File: src/rtl/rf_wr_arbiter.sv
// rf_wr_arbiter: shares the single register-file write port between the
// write-back stage (zero latency, priority) and a buffered MDU result queue.
//
// Build option:
//   RF_ARB_SQUASH_EN - when defined, a WB write kills any older queued entry
//                      with the same destination, so the stale MDU value is
//                      never written. When undefined, queued entries always
//                      retire in order and the hazard unit must keep WB off
//                      any register whose busy_mask bit is set.

module rf_wr_arbiter #(
    parameter int unsigned DEPTH    = 4,
    parameter int unsigned MAX_WAIT = 8
) (
    input  logic                     clk,
    input  logic                     rst,
    // write-back stage
    input  logic                     wb_wr,
    input  logic [4:0]               wb_a3,
    input  logic [31:0]              wb_wd,
    // multiply/divide unit
    input  logic                     mdu_valid,
    input  logic [4:0]               mdu_a3,
    input  logic [31:0]              mdu_wd,
    output logic                     mdu_ready,
    // register file write port
    output logic                     rf_wr,
    output logic [4:0]               rf_a3,
    output logic [31:0]              rf_wd,
    // pipeline / hazard interface
    output logic                     wb_stall,
    output logic [31:0]              busy_mask,
    output logic [$clog2(DEPTH):0]   q_count
);

    localparam int unsigned PW = $clog2(DEPTH);
    localparam int unsigned CW = PW + 1;
    localparam logic [CW-1:0] FULL_CNT = CW'(DEPTH);
    localparam logic [7:0]    WAIT_LIM = 8'(MAX_WAIT);

    // queue storage; vld marks occupied slots, live marks slots still to be written
    logic [4:0]       a3_q [DEPTH];
    logic [31:0]      wd_q [DEPTH];
    logic [DEPTH-1:0] vld_q;
    logic [DEPTH-1:0] live_q;
    logic [PW-1:0]    rd_ptr_q;
    logic [PW-1:0]    wr_ptr_q;
    logic [CW-1:0]    count_q;

    // starvation tracking
    logic [7:0]       wait_q;
    logic [7:0]       wait_d;
    logic             stall_q;
    logic             stall_d;

    logic             q_empty;
    logic             head_live;
    logic             head_dead;
    logic             wb_use;
    logic             push;
    logic             pop;

    assign q_count  = count_q;
    assign wb_stall = stall_q;

    assign q_empty   = (count_q == '0);
    assign head_live = !q_empty && live_q[rd_ptr_q];
    assign head_dead = !q_empty && !live_q[rd_ptr_q];

    // WB owns the port unless stalled; writes to $0 never occupy it
    assign wb_use    = !stall_q && wb_wr && (wb_a3 != 5'd0);

    // no pop-through when full: readiness depends only on occupancy
    assign mdu_ready = rst && (count_q < FULL_CNT);
    assign push      = mdu_valid && mdu_ready;

    // dead heads retire silently; live heads retire only when WB leaves the port free
    assign pop       = head_dead || (head_live && !wb_use);

    // Write-port select: WB first, then a live queue head, else idle
    always_comb begin
        rf_wr = 1'b0;
        rf_a3 = 5'd0;
        rf_wd = 32'd0;
        if (rst) begin
            if (wb_use) begin
                rf_wr = 1'b1;
                rf_a3 = wb_a3;
                rf_wd = wb_wd;
            end else if (head_live) begin
                rf_wr = 1'b1;
                rf_a3 = a3_q[rd_ptr_q];
                rf_wd = wd_q[rd_ptr_q];
            end
        end
    end

    // Pending-destination mask over occupied, still-live entries
    always_comb begin
        busy_mask = 32'd0;
        for (int i = 0; i < int'(DEPTH); i++) begin
            if (vld_q[i] && live_q[i]) begin
                busy_mask[a3_q[i]] = 1'b1;
            end
        end
        busy_mask[0] = 1'b0;
    end

    // Starvation counter next state and forced-drain request
    always_comb begin
        wait_d = wait_q;
        if (pop || q_empty) begin
            wait_d = 8'd0;
        end else if (head_live && wb_use && (wait_q != 8'hFF)) begin
            wait_d = wait_q + 8'd1;
        end
        // stall lands in the cycle right after the MAX_WAIT-th blocked cycle
        stall_d = (wait_d == WAIT_LIM);
    end

    // Starvation counter and registered stall
    always_ff @(posedge clk or negedge rst) begin
        if (!rst) begin
            wait_q  <= 8'd0;
            stall_q <= 1'b0;
        end else begin
            wait_q  <= wait_d;
            stall_q <= stall_d;
        end
    end

    // Result queue: squash, push, pop and occupancy
    always_ff @(posedge clk or negedge rst) begin
        if (!rst) begin
            for (int i = 0; i < int'(DEPTH); i++) begin
                a3_q[i] <= 5'd0;
                wd_q[i] <= 32'd0;
            end
            vld_q    <= '0;
            live_q   <= '0;
            rd_ptr_q <= '0;
            wr_ptr_q <= '0;
            count_q  <= '0;
        end else begin
`ifdef RF_ARB_SQUASH_EN
            // WB value is newer in program order than anything already queued
            if (wb_use) begin
                for (int i = 0; i < int'(DEPTH); i++) begin
                    if (vld_q[i] && (a3_q[i] == wb_a3)) begin
                        live_q[i] <= 1'b0;
                    end
                end
            end
`endif
            // push slot is always empty here, so it never collides with a squash
            if (push) begin
                a3_q[wr_ptr_q]   <= mdu_a3;
                wd_q[wr_ptr_q]   <= mdu_wd;
                vld_q[wr_ptr_q]  <= 1'b1;
                live_q[wr_ptr_q] <= (mdu_a3 != 5'd0);
                wr_ptr_q         <= wr_ptr_q + 1'b1;
            end
            if (pop) begin
                vld_q[rd_ptr_q]  <= 1'b0;
                live_q[rd_ptr_q] <= 1'b0;
                rd_ptr_q         <= rd_ptr_q + 1'b1;
            end
            unique case ({push, pop})
                2'b10:   count_q <= count_q + 1'b1;
                2'b01:   count_q <= count_q - 1'b1;
                default: count_q <= count_q;
            endcase
        end
    end

endmodule

File: config.mk
export PLATFORM = sky130hd
export DESIGN_NAME = rf_wr_arbiter
export DESIGN_NICKNAME = d
export VERILOG_FILES = /design/src/rtl/rf_wr_arbiter.sv
export SDC_FILE = /design/constraint.sdc
export NUM_CORES = 1
export LEC_CHECK = 0
export CORE_AREA = 2 2 155 157
export DETAILED_ROUTE_END_ITERATION = 12
export DIE_AREA = 0 0 157 159
export GPL_ROUTABILITY_DRIVEN = 0
export MAX_ROUTING_LAYER = met4
export PLACE_DENSITY_LB_ADDON = 0.15
export SKIP_CTS_REPAIR_TIMING = 1
export SLEW_MARGIN = 20
export SYNTH_ARGS = -nofsm -noshare
export SYNTH_HDL_FRONTEND = slang
export SYNTH_SLANG_ARGS = --single-unit
File: constraint.sdc
create_clock -name clk -period 4.9 [get_ports clk]
set_input_delay 1.47 -clock clk [delete_from_list [all_inputs] [get_ports clk]]
set_output_delay 1.47 -clock clk [all_outputs]
set_load 0.01 [all_outputs]
# ---- After elaboration in Yosys (flattened, before gate mapping)
# Index checks and enable logic that the tools add are counted.
dict set report totals {
  reg_bits 172
  latchBits 0
  mem_bits_rw 0
  romBits 0
  inputBits 78
  output_inout_bits 75
  wordCells 126
  memories 0
}
dict set report op_classes {
  add_sub_neg 5
  mul 0
  div_mod_pow 0
  magnitude_cmp 16
  eq_ne 4
  shift 0
  mux 47
  n_bitwise 9
  n_reduce_logical 30
}
# cell count
set ops {}
lappend ops {{32-bit 2-to-1 mux} 10}
lappend ops {{128-bit bitwise mux} 1}
lappend ops {{32-bit bitwise OR} 3}
lappend ops {{32-bit binary-select mux with 2-bit select} 1}
lappend ops {{32-bit demux with 2-bit select} 1}
lappend ops {{5-bit 2-to-1 mux} 6}
lappend ops {{5-bit by 6-bit < comparator with 1-bit output, second input constant} 4}
lappend ops {{20-bit bitwise mux} 1}
lappend ops {{1-bit demux with 5-bit select} 4}
lappend ops {{5-bit by 1-bit >= comparator with 1-bit output, second input constant} 4}
lappend ops {{1-bit logical AND} 20}
lappend ops {{4-bit 2-to-1 mux} 4}
lappend ops {{8-bit 2-to-1 mux} 2}
lappend ops {{5-bit binary-select mux with 2-bit select} 1}
lappend ops {{5-bit demux with 2-bit select} 1}
lappend ops {{1-bit 2-to-1 mux} 10}
lappend ops {{5-bit nonzero test} 2}
lappend ops {{8-bit by 1-bit adder with 8-bit output, second input constant} 1}
lappend ops {{4-bit bitwise AND} 2}
lappend ops {{8-bit by 4-bit == test with 1-bit output, second input constant} 1}
lappend ops {{8-bit != test, second input constant} 1}
lappend ops {{3-bit >= comparator, second input constant} 2}
lappend ops {{2-bit by 3-bit < comparator with 1-bit output, second input constant} 2}
lappend ops {{2-bit NOT with 3-bit output} 2}
lappend ops {{18 further kinds} 25}

# ---- Longest topological paths before layout
# Gate-level depths: netlist of the first run.
dict set report depth {
  word_depth 11
  depth_mapped 12
}

# ---- Least setup slack after synthesis of the first run
# No wires, ideal clock.
dict set report synth_path {
  path_kind {input port to output port}
  from {input wb_a3[0]}
  to {output rf_a3[0]}
  t_arrival_ns 2.808
  slack_ns 0.622
  path_stages 6
  path_cell_list {or4_4 > o21a_1 > buf_6 > o21ai_4 > buf_6 > a21oi_1}
}
dict set report synth_between {
  elab_chain_cells 4
}
# element line_no
set synth_lines {}
lappend synth_lines {{start, declared} 19} ;# input logic [4:0] wb_a3,
lappend synth_lines {{5-bit nonzero test} 71} ;# assign wb_use = !stall_q && wb_wr && (wb_a3 != 5'd0);
lappend synth_lines {{1-bit logical AND} 71}
lappend synth_lines {{5-bit 2-to-1 mux *} 86} ;# if (wb_use) begin
lappend synth_lines {{5-bit 2-to-1 mux *} 85} ;# if (rst) begin
lappend synth_lines {{end, declared} 28} ;# output logic [4:0] rf_a3,
# Mark *: on every way between the ends. The rest lies on a longest branch, timed or not.

# ---- Worst setup path in the final report of the first run
dict set report layout_path {
  from {input wb_a3[0]}
  to {output rf_wd[31]}
}
dict set report layout_between {
  elab_chain_cells 4
}
# element line_no
set layout_lines {}
lappend layout_lines {{5-bit nonzero test} 71}
lappend layout_lines {{1-bit logical AND} 71}
lappend layout_lines {{32-bit 2-to-1 mux} 86}
lappend layout_lines {{32-bit 2-to-1 mux} 85}
lappend layout_lines {{end, declared} 29} ;# output logic [31:0] rf_wd,
# Every way passes these cells.

==> results of run 1 <==
per-layer routing:
layer  up-vias  share of wire  GRT usage
met5         -              0          -
met4         0          0.012     0.0634
met3        27          0.061     0.0367
met2       307           0.48      0.354
met1      3874           0.45      0.315
li1       3808              -          -
cell families (layout without fill, tap and decap cells):
kind of cell,count (synthesis),after routing,synth area share
and+or+nand+nor,608,608,0.273
DFF,172,172,0.468
AOI/OAI and AO/OA,121,121,0.0897
buffers and inverters,80,225,0.0388
muxes,50,50,0.107
adders and majority gates,11,11,0.0158
xor gates and xnor gates,7,7,0.00667
other,1,2,0.000408
area by class of cell:
cell class	count	area [um^2]	share of cell area
clock buffer	18	429	0.0364
antenna	1	2.50	0.000212
tap	319	399	0.0338
inverter	14	52.6	0.00446
clock inverter	14	161	0.0137
timing repair buffer	179	1890	0.160
sequential	172	4310	0.365
multi-input combinational	798	4550	0.386
worst max-delay path, delay by kind of cell:
family	cells	cell delay (ps)
and+or+nand+nor	1	570
AOI/OAI and AO/OA	3	450
buffers and inverters	4	1190
sequential cells by signal, indices dropped and copies added (netlist names):
signal / count
a3_q: 20
live_q: 4
q_count: 3
rd_ptr_q: 2
vld_q: 4
wait_q: 8
wb_stall: 1
wd_q: 128
wr_ptr_q: 2
stage by stage:
step,cells,hold WS (ps),setup TNS (ps),setup WS [ps],instance area [um^2]
5_1_grt,1515,492,-563,-286,11800
6_report,1515,472,-464,-238,11800
2_1_floorplan,1050,440,0,622,9200
4_1_cts,1512,473,-9850,-288,11600
3_5_place_dp,1480,457,-9490,-273,11100
3_3_place_gp,1480,452,-8940,-249,11100
power groups by stage:
stage / Clock (mW) / Sequential (mW) / Combinational [mW]
3_5_place_dp: 0 / 2.57 / 2.40
3_3_place_gp: 0 / 2.55 / 2.36
5_1_grt: 1.46 / 2.65 / 2.67
2_1_floorplan: 0 / 2.33 / 1.81
4_1_cts: 1.39 / 2.55 / 2.40
6_report: 1.37 / 2.56 / 2.39
cells in the mapped netlist, drive strengths merged, types with 6 or more instances:
cell / count
mux4: 38
o21ai: 30
buf: 28
nand2: 509
ha: 10
nor2b: 6
dfrtp: 172
mux2: 9
nor3: 8
a21oi: 42
nor3b: 11
clkbuf: 38
nor2: 27
inv: 14
and3b: 7
a222oi: 24
placed cells by master, fill, tap and decap left out, types with 5 or more instances in the layout:
master	instances
ha_1	10
o21ai_0	28
dlymetal6s2s_1	36
nor3b_1	11
clkdlybuf4s50_1	114
nor2b_1	6
clkbuf_16	18
mux2_2	9
a222oi_1	24
nand3_1	5
dfrtp_1	170
inv_1	13
nor2_1	27
nor3_1	8
nand2_1	509
mux4_2	38
and3b_1	7
a21oi_1	41
buf_4	21
worst max-delay path by stage:
| stage | from | to |
|---|---|---|
| floorplan | wb_a3[0] | rf_a3[0] |
| global route | wb_a3[0] | rf_wd[31] |
| finish | wb_a3[0] | rf_wd[31] |
| global placement | wb_a3[0] | rf_wd[3] |
| CTS | wb_a3[0] | rf_wd[11] |
| detailed placement | wb_a3[0] | rf_wd[11] |
==> run metrics, run 1 <==
Critical Path Source Type input port; Yosys warning count 0; first-pass GRT wire length 43700 um; Worst-path clk slew 70 ps; vias per cell 5.29; worst min-delay path class reg2reg; cell row count 56; drt first pass iters 9; EDFF count, synth 0; area added between synthesis and finish 28.2%; DR iter-0 viols between 600 and 700; Hold Path Stages 2; Final Hold Fails 0; Most common cell on crit path clkdlybuf4s50_1; largest net degree at the start of global routing 69; CTS tree built; Int Power around 4 mW; CTS Buf Count 17; number of H-tree levels 4; Pwr Total roughly 6.3 mW; worst slew pin tran 966 ps; post-synthesis sequential area ratio 0.468; peak supply drop roughly 0.31 mV; worst clock skew 8.27 ps; crit path time final between 5000 and 6000 ps; io pins 153; Final Setup Violations 2; combinational cell fraction of total power 0.378; FF-to-FF Start live_q[3]$_DFF_PN0_; Slew HR 0.351; GR Util All Layers 0.229; Post-DP HPWL 17700 um; clock sinks 172; Unique masters post-synth 57; CTS Buffer Depth 2; RSZ-0062 raised after global routing true; clock group share of total power 0.216; Critical Setup Path Class in2out; part of the power in registers 0.406; final worst slack -238 ps; Detailed Route WL 27100 um; Port Buf Inserts 151; Worst R2R Path Depth 8; R2R setup slack 2650 ps; drt drc 0; Net Sw Frac 0.367; Mapped Nets 1139; FF-to-FF End q_count[2]$_DFFE_PN0P_; critical path capture point type output port; die area 25000 um^2; Final Core Density 0.508; initial core utilization 0.397; Cell Pwr Density 535 nW/um^2; Hold Crit Endpoint wd_q[26]$_DFFE_PN0P_; nets 1271; clock latency on the worst-skew pair 420 ps; hold path startpoint wd_q[26]$_DFFE_PN0P_; WP data required 3430 ps; Cell Area, Synth 9200 um^2; Chip Height 159 um; via count 8016; antenna violations before repair 1; CP Cell Sequence clkdlybuf4s50_1 -> or4_4 -> o21a_2 -> o21ai_4 -> buf_12 -> buf_4 -> a21oi_1 -> clkdlybuf4s50_1; chip width between 150 and 200 um; Critical Path Max Stage Delay 570 ps; slowest CP cell or4_4; Core Box Area ~23000 um^2; asr flop ratio synth 1.00; DRT antenna net count 0; Synth area leader dfrtp_1; clk root buf clkbuf_16; DR WL/cell between 15 and 20 um; Primary FF master, synth dfrtp_1; flops & latches, synth between 150 and 200; GR Overflow Total 0; Synth area leaders dfrtp_1 47%, nand2_1 21%, mux4_2 9.3%; synthesized instance count 1050; fill count roughly 2.2k; WP data arrival 3670 ps; status finished, violations left; switching power about 2.3 mW; maximum capacitance violations 0; crit-path max FO 7; leakage 5.96 nW; period utilization 1.05; vias in the first global route 7938; Avg Cell Area, Syn 8.76 um^2; Max Freq 0.195 GHz; layout cell share with drive strength beyond 1 0.102; Max Slew Vio Count 0; top cell type's share of synthesized area 0.468; failing checks negative setup slack
Power figures use the tool's default switching activity.
==> inputs of run 2 (changes only) <==
--- a/config.mk
+++ b/config.mk
@@ -12,7 +12,6 @@
 export MAX_ROUTING_LAYER = met4
 export PLACE_DENSITY_LB_ADDON = 0.15
 export SKIP_CTS_REPAIR_TIMING = 1
-export SLEW_MARGIN = 20
 export SYNTH_ARGS = -nofsm -noshare
 export SYNTH_HDL_FRONTEND = slang
 export SYNTH_SLANG_ARGS = --single-unit
==> results of run 2 <==
Final layout, timing and power as in run 1 (identical DEF).
